==> src/rtl/io_bus_arbiter.sv <==
// io_bus_arbiter: round-robin arbiter sharing one 16-bit io slave between
// NUM_MASTERS requesters. Each transfer runs a req/gnt/ack handshake, strobes
// the slave for exactly one cycle and returns read data on m_din_o.
// FSM: IDLE -> ACCESS -> (WAIT, reads with RD_LATENCY>0) -> ACK -> IDLE.
// Optional feature: define IO_ARB_LOCK_EN to add the m_lock_i port, which lets
// a master keep the bus across consecutive transfers (atomic read-modify-write).
module io_bus_arbiter #(
    parameter int NUM_MASTERS = 2,
    parameter int RD_LATENCY  = 1
) (
    input  logic                      clk_i,
    input  logic                      reset_n_i,
    input  logic [NUM_MASTERS-1:0]    m_req_i,
    input  logic [NUM_MASTERS-1:0]    m_wr_i,
    input  logic [16*NUM_MASTERS-1:0] m_addr_i,
    input  logic [16*NUM_MASTERS-1:0] m_dout_i,
`ifdef IO_ARB_LOCK_EN
    input  logic [NUM_MASTERS-1:0]    m_lock_i,
`endif
    output logic [NUM_MASTERS-1:0]    m_gnt_o,
    output logic [NUM_MASTERS-1:0]    m_ack_o,
    output logic [15:0]               m_din_o,
    output logic                      s_rd_o,
    output logic                      s_wr_o,
    output logic [15:0]               s_addr_o,
    output logic [15:0]               s_dout_o,
    input  logic [15:0]               s_din_i,
    output logic                      busy_o
);

    localparam int IDX_W = (NUM_MASTERS > 1) ? $clog2(NUM_MASTERS) : 1;
    // WAIT spans RD_LATENCY cycles after the strobe; counter loads latency-1
    localparam logic [1:0] WAIT_INIT = (RD_LATENCY > 0) ? 2'(RD_LATENCY - 1) : 2'd0;
    localparam logic [IDX_W-1:0] LAST_IDX = IDX_W'(NUM_MASTERS - 1);

    typedef enum logic [1:0] {
        IDLE   = 2'd0,
        ACCESS = 2'd1,
        WAIT   = 2'd2,
        ACK    = 2'd3
    } state_e;

    state_e                 state_q;
    logic [IDX_W-1:0]       rr_q;      // first index to consider in next arbitration
    logic [IDX_W-1:0]       win_q;     // master owning the current transfer
    logic [1:0]             cnt_q;     // remaining WAIT cycles
    logic [NUM_MASTERS-1:0] cand_d;    // requests eligible for arbitration
    logic [IDX_W-1:0]       win_d;
    logic                   any_d;
    logic [IDX_W-1:0]       rr_d;

`ifdef IO_ARB_LOCK_EN
    logic                   lock_vld_q;
    logic [IDX_W-1:0]       lock_own_q;
    logic                   lock_hold_d;

    // Lock owner monopolises arbitration while it keeps both lock and req high
    always_comb begin
        lock_hold_d = lock_vld_q && m_lock_i[lock_own_q] && m_req_i[lock_own_q];
        cand_d      = m_req_i;
        if (lock_hold_d) begin
            cand_d             = '0;
            cand_d[lock_own_q] = 1'b1;
        end
    end
`else
    assign cand_d = m_req_i;
`endif

    // Winner: first eligible request at or after the rr pointer, wrapping
    always_comb begin
        int idx;
        idx   = 0;
        any_d = 1'b0;
        win_d = '0;
        for (int i = 0; i < NUM_MASTERS; i++) begin
            idx = int'(rr_q) + i;
            if (idx >= NUM_MASTERS) idx = idx - NUM_MASTERS;
            if (!any_d && cand_d[IDX_W'(idx)]) begin
                any_d = 1'b1;
                win_d = IDX_W'(idx);
            end
        end
    end

    // Pointer moves one past the master just served
    assign rr_d = (win_q == LAST_IDX) ? '0 : win_q + 1'b1;

    // Transfer FSM; every output is a register so the slave sees clean strobes
    always_ff @(posedge clk_i or negedge reset_n_i) begin
        if (!reset_n_i) begin
            state_q    <= IDLE;
            rr_q       <= '0;
            win_q      <= '0;
            cnt_q      <= '0;
            m_gnt_o    <= '0;
            m_ack_o    <= '0;
            m_din_o    <= '0;
            s_rd_o     <= 1'b0;
            s_wr_o     <= 1'b0;
            s_addr_o   <= '0;
            s_dout_o   <= '0;
            busy_o     <= 1'b0;
`ifdef IO_ARB_LOCK_EN
            lock_vld_q <= 1'b0;
            lock_own_q <= '0;
`endif
        end else begin
            case (state_q)
                IDLE: begin
`ifdef IO_ARB_LOCK_EN
                    if (lock_vld_q && !lock_hold_d) lock_vld_q <= 1'b0;
`endif
                    if (any_d) begin
                        state_q  <= ACCESS;
                        busy_o   <= 1'b1;
                        win_q    <= win_d;
                        m_gnt_o  <= NUM_MASTERS'(1) << win_d;
                        s_addr_o <= m_addr_i[{win_d, 4'h0} +: 16];
                        s_dout_o <= m_dout_i[{win_d, 4'h0} +: 16];
                        s_wr_o   <= m_wr_i[win_d];
                        s_rd_o   <= ~m_wr_i[win_d];
                    end
                end
                ACCESS: begin
                    s_rd_o <= 1'b0;
                    s_wr_o <= 1'b0;
                    if (s_wr_o) begin
                        state_q <= ACK;
                        m_ack_o <= m_gnt_o;
                    end else if (RD_LATENCY == 0) begin
                        m_din_o <= s_din_i;
                        state_q <= ACK;
                        m_ack_o <= m_gnt_o;
                    end else begin
                        cnt_q   <= WAIT_INIT;
                        state_q <= WAIT;
                    end
                end
                WAIT: begin
                    if (cnt_q == 2'd0) begin
                        m_din_o <= s_din_i;
                        state_q <= ACK;
                        m_ack_o <= m_gnt_o;
                    end else begin
                        cnt_q <= cnt_q - 2'd1;
                    end
                end
                ACK: begin
                    m_ack_o <= '0;
                    m_gnt_o <= '0;
                    busy_o  <= 1'b0;
                    rr_q    <= rr_d;
                    state_q <= IDLE;
`ifdef IO_ARB_LOCK_EN
                    lock_vld_q <= m_lock_i[win_q];
                    lock_own_q <= win_q;
`endif
                end
                default: state_q <= IDLE;
            endcase
        end
    end

endmodule
==> config.mk <==
export PLATFORM = sky130hd
export DESIGN_NAME = io_bus_arbiter
export DESIGN_NICKNAME = d
export VERILOG_FILES = /design/src/rtl/io_bus_arbiter.sv
export SDC_FILE = /design/constraint.sdc
export NUM_CORES = 1
export LEC_CHECK = 0
export BUFFER_PORTS_ARGS = -buffer_cell sky130_fd_sc_hd__buf_2
export CORE_ASPECT_RATIO = 0.8
export CORE_MARGIN = 2
export CORE_UTILIZATION = 32
export CTS_CLUSTER_DIAMETER = 50
export CTS_CLUSTER_SIZE = 20
export DETAILED_ROUTE_END_ITERATION = 6
export SYNTH_ARGS = -nofsm -noshare
export SYNTH_HDL_FRONTEND = slang
export SYNTH_SLANG_ARGS = --single-unit
==> constraint.sdc <==
create_clock -name clk_i -period 1.8 [get_ports clk_i]
set_clock_uncertainty 0.1 [all_clocks]
set_input_delay 0.09 -clock clk_i [delete_from_list [all_inputs] [get_ports clk_i]]
set_output_delay 0.09 -clock clk_i [all_outputs]
set_load 0.05 [all_outputs]
== Word-level counts from Yosys, hierarchy flattened ==
Index checks and enable logic that the tools add are counted.

* Register bits: 61
* Logic and storage cells: 80
* Input bits: 86

* Reduce and logical (&&, ||, !) cells: 15
* Multiplexer cells: 31
* Magnitude comparators: 5
* Bitwise logic cells: 1
* Shift-type cells: 3
* Eq/ne operators: 8
* Add/sub/neg operators: 5

{| class="wikitable"
|+ Operator list
! operator !! number
|-
| 32-bit by 6-bit variable part select with 16-bit output || 2
|-
| 1-bit 2-to-1 mux || 17
|-
| 2-bit 2-to-1 mux || 7
|-
| 2-bit != test (second input constant) || 5
|-
| 2-bit AND reduction || 5
|-
| 2-bit one-hot mux with 2 select lines || 2
|-
| 2-bit one-hot mux with 4 select lines || 1
|-
| 1-bit by 3-bit < comparator with 1-bit output (second input constant) || 2
|-
| 1-bit one-hot mux with 2 select lines || 3
|-
| 2-bit one-hot mux with 3 select lines || 1
|-
| 3-bit AND reduction || 2
|-
| 2-bit nonzero test || 3
|-
| 2-bit == test (second input constant) || 2
|-
| 2-bit logical NOT || 2
|-
| 3-bit nonzero test || 1
|-
| 1-bit by 1-bit adder with 2-bit output (second input constant) || 1
|-
| 2-bit by 1-bit == test with 1-bit output (second input constant) || 1
|-
| 1-bit by 2-bit greater-or-equal comparator with 1-bit output (second input constant) || 1
|-
| 2-bit greater-or-equal comparator (second input constant) || 1
|-
| 1-bit by 2-bit < comparator with 1-bit output (second input constant) || 1
|-
| 1-bit by 1-bit left shift with 2-bit output (first input constant) || 1
|-
| 1-bit subtractor (second input constant) || 2
|-
| 2-bit by 1-bit subtractor with 2-bit output (second input constant) || 1
|-
| 1-bit adder (second input constant) || 1
|-
| other kinds (3) || 3
|}

== Depth between registers and ports, before layout ==
Gate-level depths: netlist (run 1).

* Word-level depth: 14
* Gate-level depth with buffers: 8
* Depth with buffers taken out: 5

== Worst setup path before layout (run 1) ==
OpenSTA, ideal clock, no wires.

* Kind: register to register
* From: register state_q[0]
* To: register state_q[1]
* Arrival: 1.403 ns
* Setup time: 0.125 ns
* Buffers on the path: 1
* Cell stages (with the launch flop): 7
* Setup slack: 0.173 ns
* Cells stage by stage: dfrtp_1 -> inv_1 -> ha_1 -> buf_6 -> nor2b_4 -> nor2_1 -> mux2_2

* Cells in the longest elaborated chain, start to end: 3
* Elaborated cells on any way between the ends: 8

{| class="wikitable"
|+ Ends and longest elaborated chain
! element !! line !! text
|-
| start: declaration || 43 || <nowiki>state_e state_q;</nowiki>
|-
| start signal: assignment || 92 || <nowiki>state_q <= IDLE;</nowiki>
|-
| start signal: assignment || 115 || <nowiki>state_q <= ACCESS;</nowiki>
|-
| start signal: assignment || 129 || <nowiki>state_q <= ACK;</nowiki>
|-
| 2-bit == test or 2-bit logical NOT (tied branches) || 109 || <nowiki>case (state_q)</nowiki>
|-
| 2-bit != test (no source line) || -- ||
|-
| 2-bit AND reduction (no source line) || -- ||
|}

Parallel ways exist; a longest one is shown, timed or not.
A chain may end at the register's enable or synchronous reset.

== Worst setup path after layout (run 1) ==
* From: register state_q[0]
* To: register m_ack_o[1]

* Cells in the longest elaborated chain, start to end: 3
* Elaborated cells on any way between the ends: 8

{| class="wikitable"
|+ Ends and longest elaborated chain
! element !! line !! text
|-
| 2-bit == test or 2-bit by 1-bit == test with 1-bit output (tied branches) || 109 ||
|-
| 2-bit != test (no source line) or 3-bit nonzero test (tied branches) || -- ||
|-
| 3-bit AND reduction (no source line) || -- ||
|-
| end signal: assignment || 130 || <nowiki>m_ack_o <= m_gnt_o;</nowiki>
|-
| end signal: assignment || 134 || <nowiki>m_ack_o <= m_gnt_o;</nowiki>
|-
| end signal: assignment || 144 || <nowiki>m_ack_o <= m_gnt_o;</nowiki>
|-
| end: declaration || 21 || <nowiki>output logic [NUM_MASTERS-1:0] m_ack_o,</nowiki>
|}

Parallel ways exist; a longest one is shown, timed or not.

==> results.toml, run 1 <==
[run_status]
outcome = "finished, violations left"
violations = "negative hold slack"

[hold_path]
hold_start = "m_dout_i[5]"
hold_class = "primary input to flop"
holdPathStages = 3
hold_path_end = "s_dout_o[5]"

[detailed_routing]
drc = 0
drtPass1Iterations = 4
num_vias = 2613
ant_nets = 0
post_drt_wl_per_cell_microns = 13.8
wl_microns = 8060
via_per_inst = 4.47
drt-initial-drc-count = 61

[power]
cellLeakagePower_nw = 2.54
ir_worst_vdd_v = 0.000864
cellPowerDensity_nw_per_um2 = 1950
p_total_w = 0.00942

[clock_tree]
cts_tree = "done"
clk_path_buf_depth = 2
clk_latency_ns = 0.32
cts.sinks = 61
ctsHtreeMaxLevel = 3
cts-root-buf = "clkbuf_16"
numCtsBuffers = 9
path_clk_slew_ns = 0.05

[critical_path]
worstSetupPathType = "flop to flop"
timing.rr.start = "state_q[0]"
required_ns = 1.90
path_cells = "inv_1 > ha_1 > nor2b_2 > nor3_2 > mux2_2"
reg2reg_depth = 5
cp.arrival_ns = 1.82
r2r_end = "m_ack_o[1]"
path_max_fanout = 5
worst_setup_path_end_kind = "flop"
slowest_delay_ns = 0.41
slowest_stage = "dfrtp_1"
start_kind = "flop"
r2r_slack_ns = 0.08

[sta]
layout_min_cycle_time_ns = 1.72
maxSlewHeadroom_pct = 78.0
slew_viol_final = 0
fin_crit_sh_pct = 95.5
max_freq_ghz = 0.582
whs_ns = -0.00288
finalSetupViolations = 0
tightest_slew_ns = 0.321
hold_viol = 1

[floorplanning]
start_util_pct = 33.4
fp.coreArea_sq_um = 8630
placementRows = 30
die_area_sq_um = 9790
design.portCount = 141
die_y_microns = 88.9
die_w_microns = 110

[cells_and_area]
final_common_cell = "buf_2"
final_core_utilization_pct = 55.8
syn2layout_area_growth_pct = 67.2
final_cell_mix = "buf_2, dlygate4sd3_1, dfrtp_1"
n_antenna_cell = 0
nets = 562
drive_gt1_share_pct = 39.5

[logic_synthesis]
avgSynthCellArea_sq_um = 11.8
synth_cells = 245
synth-seq-area-share_pct = 52.9
synth_nets = 339
syn_area_sq_um = 2880
yosysWarnings = 0
synth_cell_types = 31
ys_ff_latch = 61

[grt]
overflow = 0
grt_max_degree = 62
grt_pass1_wl_microns = 12100
grt_pass1_vias = 2625
antenna_found_initial = 0
grt_usage_pct = 16.0

[placement]
dp_hpwl_microns = 4920
place.gp.congestion = 0.698
port_buffers = 139

[job]
cap_violations = 0
worst max path at each step:
| stage | cells past startpoint | from | end |
|---|---|---|---|
| 2_1_floorplan | 6 | state_q[0] | state_q[1] |
| 3_3_place_gp | 5 | state_q[0] | m_ack_o[1] |
| 3_5_place_dp | 5 | state_q[0] | m_ack_o[0] |
| 4_1_cts | 5 | state_q[0] | m_ack_o[1] |
| 5_1_grt | 5 | state_q[0] | s_rd_o |
| 6_report | 5 | state_q[0] | m_ack_o[1] |
where the power goes:
part | total, W | switching (W) | internal, W | leakage, nW
combinational | 0.00519 | 0.00345 | 0.00174 | 1.64
sequential | 0.00241 | 0.000372 | 0.00204 | 0.746
clock | 0.00182 | 0.000573 | 0.00125 | 0.153
total | 0.00942 | 0.00439 | 0.00502 | 2.54
cell usage after synthesis, drive strengths merged:
| cell | n | area share [%] |
|---|---|---|
| a21oi | 4 | 0.69 |
| buf | 11 | 3.7 |
| nor3b | 1 | 0.26 |
| nor3 | 2 | 0.52 |
| mux2 | 19 | 8.7 |
| clkbuf | 2 | 0.26 |
| and2b | 1 | 0.26 |
| inv | 8 | 1.0 |
| o211a | 1 | 0.35 |
| a22o | 1 | 0.30 |
| o21ai | 34 | 6.0 |
| o31ai | 1 | 0.26 |
| o22ai | 1 | 0.22 |
| ha | 8 | 3.5 |
| a2bb2oi | 1 | 0.30 |
| a22oi | 2 | 0.52 |
| nor2 | 7 | 0.91 |
| mux2i | 36 | 12 |
| nand2 | 38 | 5.1 |
| nor2b | 5 | 1.4 |
| dfrtp | 61 | 53 |
| nand2b | 1 | 0.22 |
routing by layer:
layer | wire length [microns] | GRT usage, % | up-vias
met5 | 0 | 0 | -
met4 | 236 | 7.61 | 0
met3 | 480 | 4.52 | 19
met2 | 4120 | 27.8 | 91
met1 | 3220 | 18.4 | 1213
li1 | - | - | 1290
cell type report:
cell class / count / area [sq um]
clock buffers: 12 / 246
clock inverters: 4 / 72.6
fillers: 757 / 3810
inverters: 8 / 30.0
multi-input cells: 163 / 1210
flip-flops and latches: 61 / 1530
well taps: 112 / 140
repair buffers: 225 / 1590
repair_timing:
item                                   in CTS  in global routing
setup endpoints to repair                   0                  3
endpoints found under the hold margin     108                  0
hold buffers                               79                  0
gates resized for setup                     0                  1
buffers inserted                            0                  1
worst max-delay path, delay by kind of cell (launching register included):
family | cells | cell delay [ns]
fa+ha+maj | 1 | 0.25
buf+inv | 1 | 0.13
flops | 1 | 0.41
mux | 1 | 0.36
simple gates | 2 | 0.36
per-stage QoR:
stage                     cells  TNS, ns  area, sq um  setup WS, ns
after floorplan             245        0         2880         0.173
after global placement      489        0         3700        0.0811
after detailed placement    489        0         3700        0.0353
after CTS                   584        0         4810        0.0329
after global routing        585  -0.0308         4820       -0.0189
final                       585        0         4820        0.0818
logic make-up (layout without fill, tap and decap cells):
| kind of cell | after synthesis | in the layout | synth area share (%) |
|---|---|---|---|
| flip-flops | 61 | 61 | 52.9 |
| multiplexers | 55 | 55 | 21.2 |
| AND/OR/NAND/NOR | 55 | 55 | 8.72 |
| AO/OA/AOI/OAI | 45 | 45 | 8.68 |
| buffers and inverters | 21 | 249 | 4.99 |
| adder cells (fa/ha/maj) | 8 | 8 | 3.47 |
state kept, by name, summed over array words and instances, names as in the netlist:
signal	flops
busy_o	1
cnt_q	2
m_ack_o	2
m_din_o	16
m_gnt_o	2
rr_q	1
s_addr_o	16
s_dout_o	16
s_rd_o	1
s_wr_o	1
state_q	2
win_q	1
(Power assumes the default switching activity.)
==> run 2, diff against run 1 <==
- CORE_UTILIZATION: 32 -> 45
- HOLD_SLACK_MARGIN: unset -> 0.08
- PLACE_DENSITY: unset -> 0.78
- TNS_END_PERCENT: unset -> 50
==> results.toml, run 2 (synthesized netlist as in run 1, its figures left out) <==
[clock_tree]
path_clk_slew_ns = 0.06
cts_tree = "done"
cts-root-buf = "clkbuf_8"
cts.sinks = 61
ctsHtreeMaxLevel = 3
numCtsBuffers = 9
clk_path_buf_depth = 2
clk_latency_ns = 0.33
cts_setup_buffers = 0

[critical_path]
path_cells = "inv_1 > ha_1 > nor2b_1 > nor3_2 > mux2_2"
worstSetupPathType = "flop to flop"
critPathTopFamily = "flip-flops"
cp_num_buf_inv = 1
start_kind = "flop"
path_max_fanout = 6
required_ns = 1.92
slowest_stage = "dfrtp_2"
slowest_delay_ns = 0.41
cp.arrival_ns = 1.83
worst_setup_path_end_kind = "flop"

[sta]
fin_crit_sh_pct = 94.9
slew_viol_final = 0
max_freq_ghz = 0.585
timing.final.ws_setup_ns = 0.0918
setup-tns-final_ns = 0
tightest_slew_ns = 0.414
hold_viol = 0
finalSetupViolations = 0
rsz0062_at_grt = "no"
maxSlewHeadroom_pct = 72.4
layout_min_cycle_time_ns = 1.71

[detailed_routing]
num_vias = 2601
ant_nets = 0
drc = 0
via_per_inst = 4.64
drt-initial-drc-count = 58
wl_microns = 7820
drtPass1Iterations = 4
post_drt_wl_per_cell_microns = 13.9

[floorplanning]
die_w_microns = 93.5
die_area_sq_um = 7070
start_util_pct = 45.9
placementRows = 26
fp.coreArea_sq_um = 6280
die_y_microns = 75.6
design.portCount = 141

[job]
cap_violations = 0

[power]
switching_power_w = 0.00433
p_comb_share_pct = 58.4
ir_worst_vdd_v = 0.00140
p_total_w = 0.00892
clkPwrFrac_pct = 14.2
swShare_pct = 48.5
cellPowerDensity_nw_per_um2 = 1890
internal_power_w = 0.00459
p_seq_share_pct = 27.4
cellLeakagePower_nw = 2.51

[placement]
place.gp.congestion = 0.837
port_buffers = 139
dp_hpwl_microns = 4650
post-place-ws_ns = 0.0343

[grt]
grt_pass1_vias = 2521
antenna_found_initial = 0
grt_usage_pct = 21.5
overflow = 0
grt_max_degree = 68
grt_pass1_wl_microns = 11500

[cells_and_area]
final_core_utilization_pct = 75.1
nets = 566
fillers = 437
drive_gt1_share_pct = 39.4
reg_top3 = "m_din_o: 16 flops, s_addr_o: 16 flops, s_dout_o: 16 flops"
syn2layout_area_growth_pct = 63.5
final_common_cell = "buf_2"
n_antenna_cell = 0
final_cell_mix = "buf_2, dlygate4sd3_1, dfrtp_1"

[hold_path]
hold_class = "primary input to async pin"

[run_status]
outcome = "finished, final reports clean"
## run 2: repair_timing
action                                 4_1_cts  5_1_grt
setup endpoints to repair                    0        3
hold buffers                                83        0
endpoints found under the hold margin      110        0
gates resized for setup                      0        2
## run 2: path summary, 6_finish.rpt
check                           start          end  slack (ns)  cells past startpoint
setup / recovery           state_q[1]   m_ack_o[1]        0.09                      5
setup reg to reg           state_q[1]   m_ack_o[1]        0.09                      5
hold reg to reg                 win_q         rr_q        0.34                      1
min in group clk_i         m_req_i[0]       s_wr_o        0.12                      4
max in group asynchronous   reset_n_i  s_addr_o[5]        0.82                      3
hold / removal              reset_n_i   m_gnt_o[1]        0.12                      2
## run 2: stage by stage
step / hold slack, ns / instance area, sq um / std cells
final: 0.116 / 4710 / 561
after global routing: 0.123 / 4710 / 561
after CTS: 0.0999 / 4710 / 561
after detailed placement: -0.0538 / 3670 / 462
after global placement: -0.0563 / 3670 / 462
after floorplan: -0.306 / 2880 / 245
## run 2: cell type report
type                            count  area [sq um]  area share [%]
Timing Repair Buffer              229          1630            34.6
Sequential cell                    61          1530            32.5
Multi-Input combinational cell    163          1210            25.7
Clock buffer                       11           131            2.79
Tap cell                           84           105            2.23
Clock inverter                      5          75.1            1.59
Inverter                            8          30.0           0.637
## run 2: worst reg2reg max path, cell delays in order (launching register included)
cell     delay, ns
dfrtp_2       0.41
inv_1         0.11
ha_1          0.23
nor2b_1       0.15
nor3_2        0.23
mux2_2        0.36
## run 2: layer usage
| layer | global-route usage [%] | wire, microns | vias to the layer above |
|---|---|---|---|
| li1 | - | - | 1296 |
| met2 | 38.8 | 4150 | 90 |
| met1 | 24.3 | 3090 | 1201 |
| met3 | 6.82 | 470 | 14 |
| met5 | 0 | 0 | - |
| met4 | 8.01 | 104 | 0 |
## run 2: power groups by stage
stage,registers [W],logic [W],clock network [W]
after global routing,0.00251,0.00552,0.00136
after detailed placement,0.00244,0.00502,0
after floorplan,0.00442,0.00191,0
after global placement,0.00241,0.00490,0
final,0.00244,0.00520,0.00127
after CTS,0.00243,0.00520,0.00131
==> run 3, diff against run 2 <==
==> constraint.sdc (replaced) <==
create_clock -name clk_i -period 1.8 [get_ports clk_i]
set_clock_uncertainty 0.1 [all_clocks]
set_input_delay 0.18 -clock clk_i [delete_from_list [all_inputs] [get_ports clk_i]]
set_output_delay 0.18 -clock clk_i [all_outputs]
set_load 0.05 [all_outputs]
==> results.toml, run 3 (synthesized netlist as in run 1, its figures left out) <==
[run_status]
outcome = "finished, final reports clean"

[critical_path]
cp.arrival_ns = 1.82
start_kind = "flop"
path_max_fanout = 10
worst_setup_path_end_kind = "flop"
worstSetupPathType = "flop to flop"
required_ns = 1.91

[detailed_routing]
num_vias = 2667
via_per_inst = 4.78
drt-initial-drc-count = 55
ant_nets = 0
drtPass1Iterations = 6
post_drt_wl_per_cell_microns = 14.9
wl_microns = 8300
drc = 0

[power]
cellLeakagePower_nw = 2.53
cellPowerDensity_nw_per_um2 = 1930
ir_worst_vdd_v = 0.00104

[cells_and_area]
fin_area_sq_um = 4720
n_antenna_cell = 0
nets = 563
final_cell_mix = "buf_2, dlygate4sd3_1, dfrtp_1"
reg_top3 = "m_din_o: 16 flops, s_addr_o: 16 flops, s_dout_o: 16 flops"
final_core_utilization_pct = 75.2
fillers = 449
drive_gt1_share_pct = 40.3
final_cells = 558
syn2layout_area_growth_pct = 63.6
final_common_cell = "buf_2"

[placement]
dpl_cell_area_sq_um = 3700
place.gp.congestion = 0.805
dp_hpwl_microns = 4850
dp.cells = 464
port_buffers = 139

[floorplanning]
die_area_sq_um = 7070
fp.coreArea_sq_um = 6280
placementRows = 26
die_w_microns = 93.5
design.portCount = 141
start_util_pct = 45.9
die_y_microns = 75.6

[clock_tree]
ctsHtreeMaxLevel = 3
cts_setup_buffers = 0
clk_latency_ns = 0.32
clk_path_buf_depth = 2
path_clk_slew_ns = 0.06
numCtsBuffers = 9
cts-root-buf = "clkbuf_8"
cts.sinks = 61
cts_tree = "done"

[sta]
rsz0062_at_grt = "no"
fin_crit_sh_pct = 95.0
slew_viol_final = 0
hold_viol = 0
tightest_slew_ns = 0.515
maxSlewHeadroom_pct = 65.7
max_freq_ghz = 0.585
finalSetupViolations = 0
layout_min_cycle_time_ns = 1.71
whs_ns = 0.0928
setup-tns-final_ns = 0

[grt]
grt_pass1_vias = 2732
grt_max_degree = 34
antenna_found_initial = 0
overflow = 0
grt_usage_pct = 23.8
grt_pass1_wl_microns = 12700

[hold_path]
hold_class = "primary input to flop"

[job]
cap_violations = 0
run 3: cell types whose count changed in the layout (fill, tap and decap cells not counted), sizes merged:
cell	before	now
buf	146	148
clkbuf	11	12
clkinv	3	2
dlygate4sd3	83	77
dlymetal6s4s	0	1
run 3: metrics by stage:
stage,setup WS (ns),power [W]
finish,0.0903,0.00910
global route,0.00427,0.00962
CTS,0.00575,0.00907
detailed placement,0.00776,0.00752
global placement,0.0975,0.00736
floorplan,0.173,0.00633
run 3: cell type report:
class | instances | area, sq um | area share, %
Timing Repair Buffer | 226 | 1610 | 34.1
Inverter | 8 | 30.0 | 0.636
Clock buffer | 12 | 155 | 3.29
Clock inverter | 4 | 70.1 | 1.48
Tap cell | 84 | 105 | 2.23
Sequential cell | 61 | 1530 | 32.4
Multi-Input combinational cell | 163 | 1220 | 25.9
run 3: path summary, 6_finish.rpt:
path,depth (start not counted),from,to,slack (ns)
hold reg to reg,1,win_q,rr_q,0.36
setup reg to reg,3,rr_q,s_addr_o[10],0.09
hold / removal,3,m_dout_i[2],s_dout_o[2],0.09
min in group asynchronous,2,reset_n_i,m_ack_o[0],0.27
setup / recovery,3,rr_q,s_addr_o[10],0.09
max in group asynchronous,3,reset_n_i,s_dout_o[0],0.64
run 3: routing by layer:
| metal | GRT usage [%] | vias up | share of wire (%) |
|---|---|---|---|
| met3 | 7.81 | 19 | 6.5 |
| met5 | 0 | - | 0 |
| met2 | 44.9 | 106 | 55 |
| met4 | 7.03 | 0 | 1.9 |
| met1 | 26.0 | 1252 | 37 |
| li1 | - | 1290 | - |
run 3: worst max-delay path, stage by stage (launching register included):
cell	delay, ns
dfrtp_2	0.56
mux2i_1	0.28
dlygate4sd3_1	0.59
o21ai_1	0.06
run 3: what timing repair did:
item	in CTS	in global routing
gates resized for setup	0	4
hold endpoints to repair	69	0
hold buffers	78	0
endpoints found under the setup margin	0	32
run 3: power by group:
part	total [W]	internal, W	switching (W)	leakage (nW)
Sequential	0.00244	0.00204	0.000402	0.746
Clock	0.00135	0.000851	0.000497	0.116
Combinational	0.00531	0.00182	0.00349	1.67
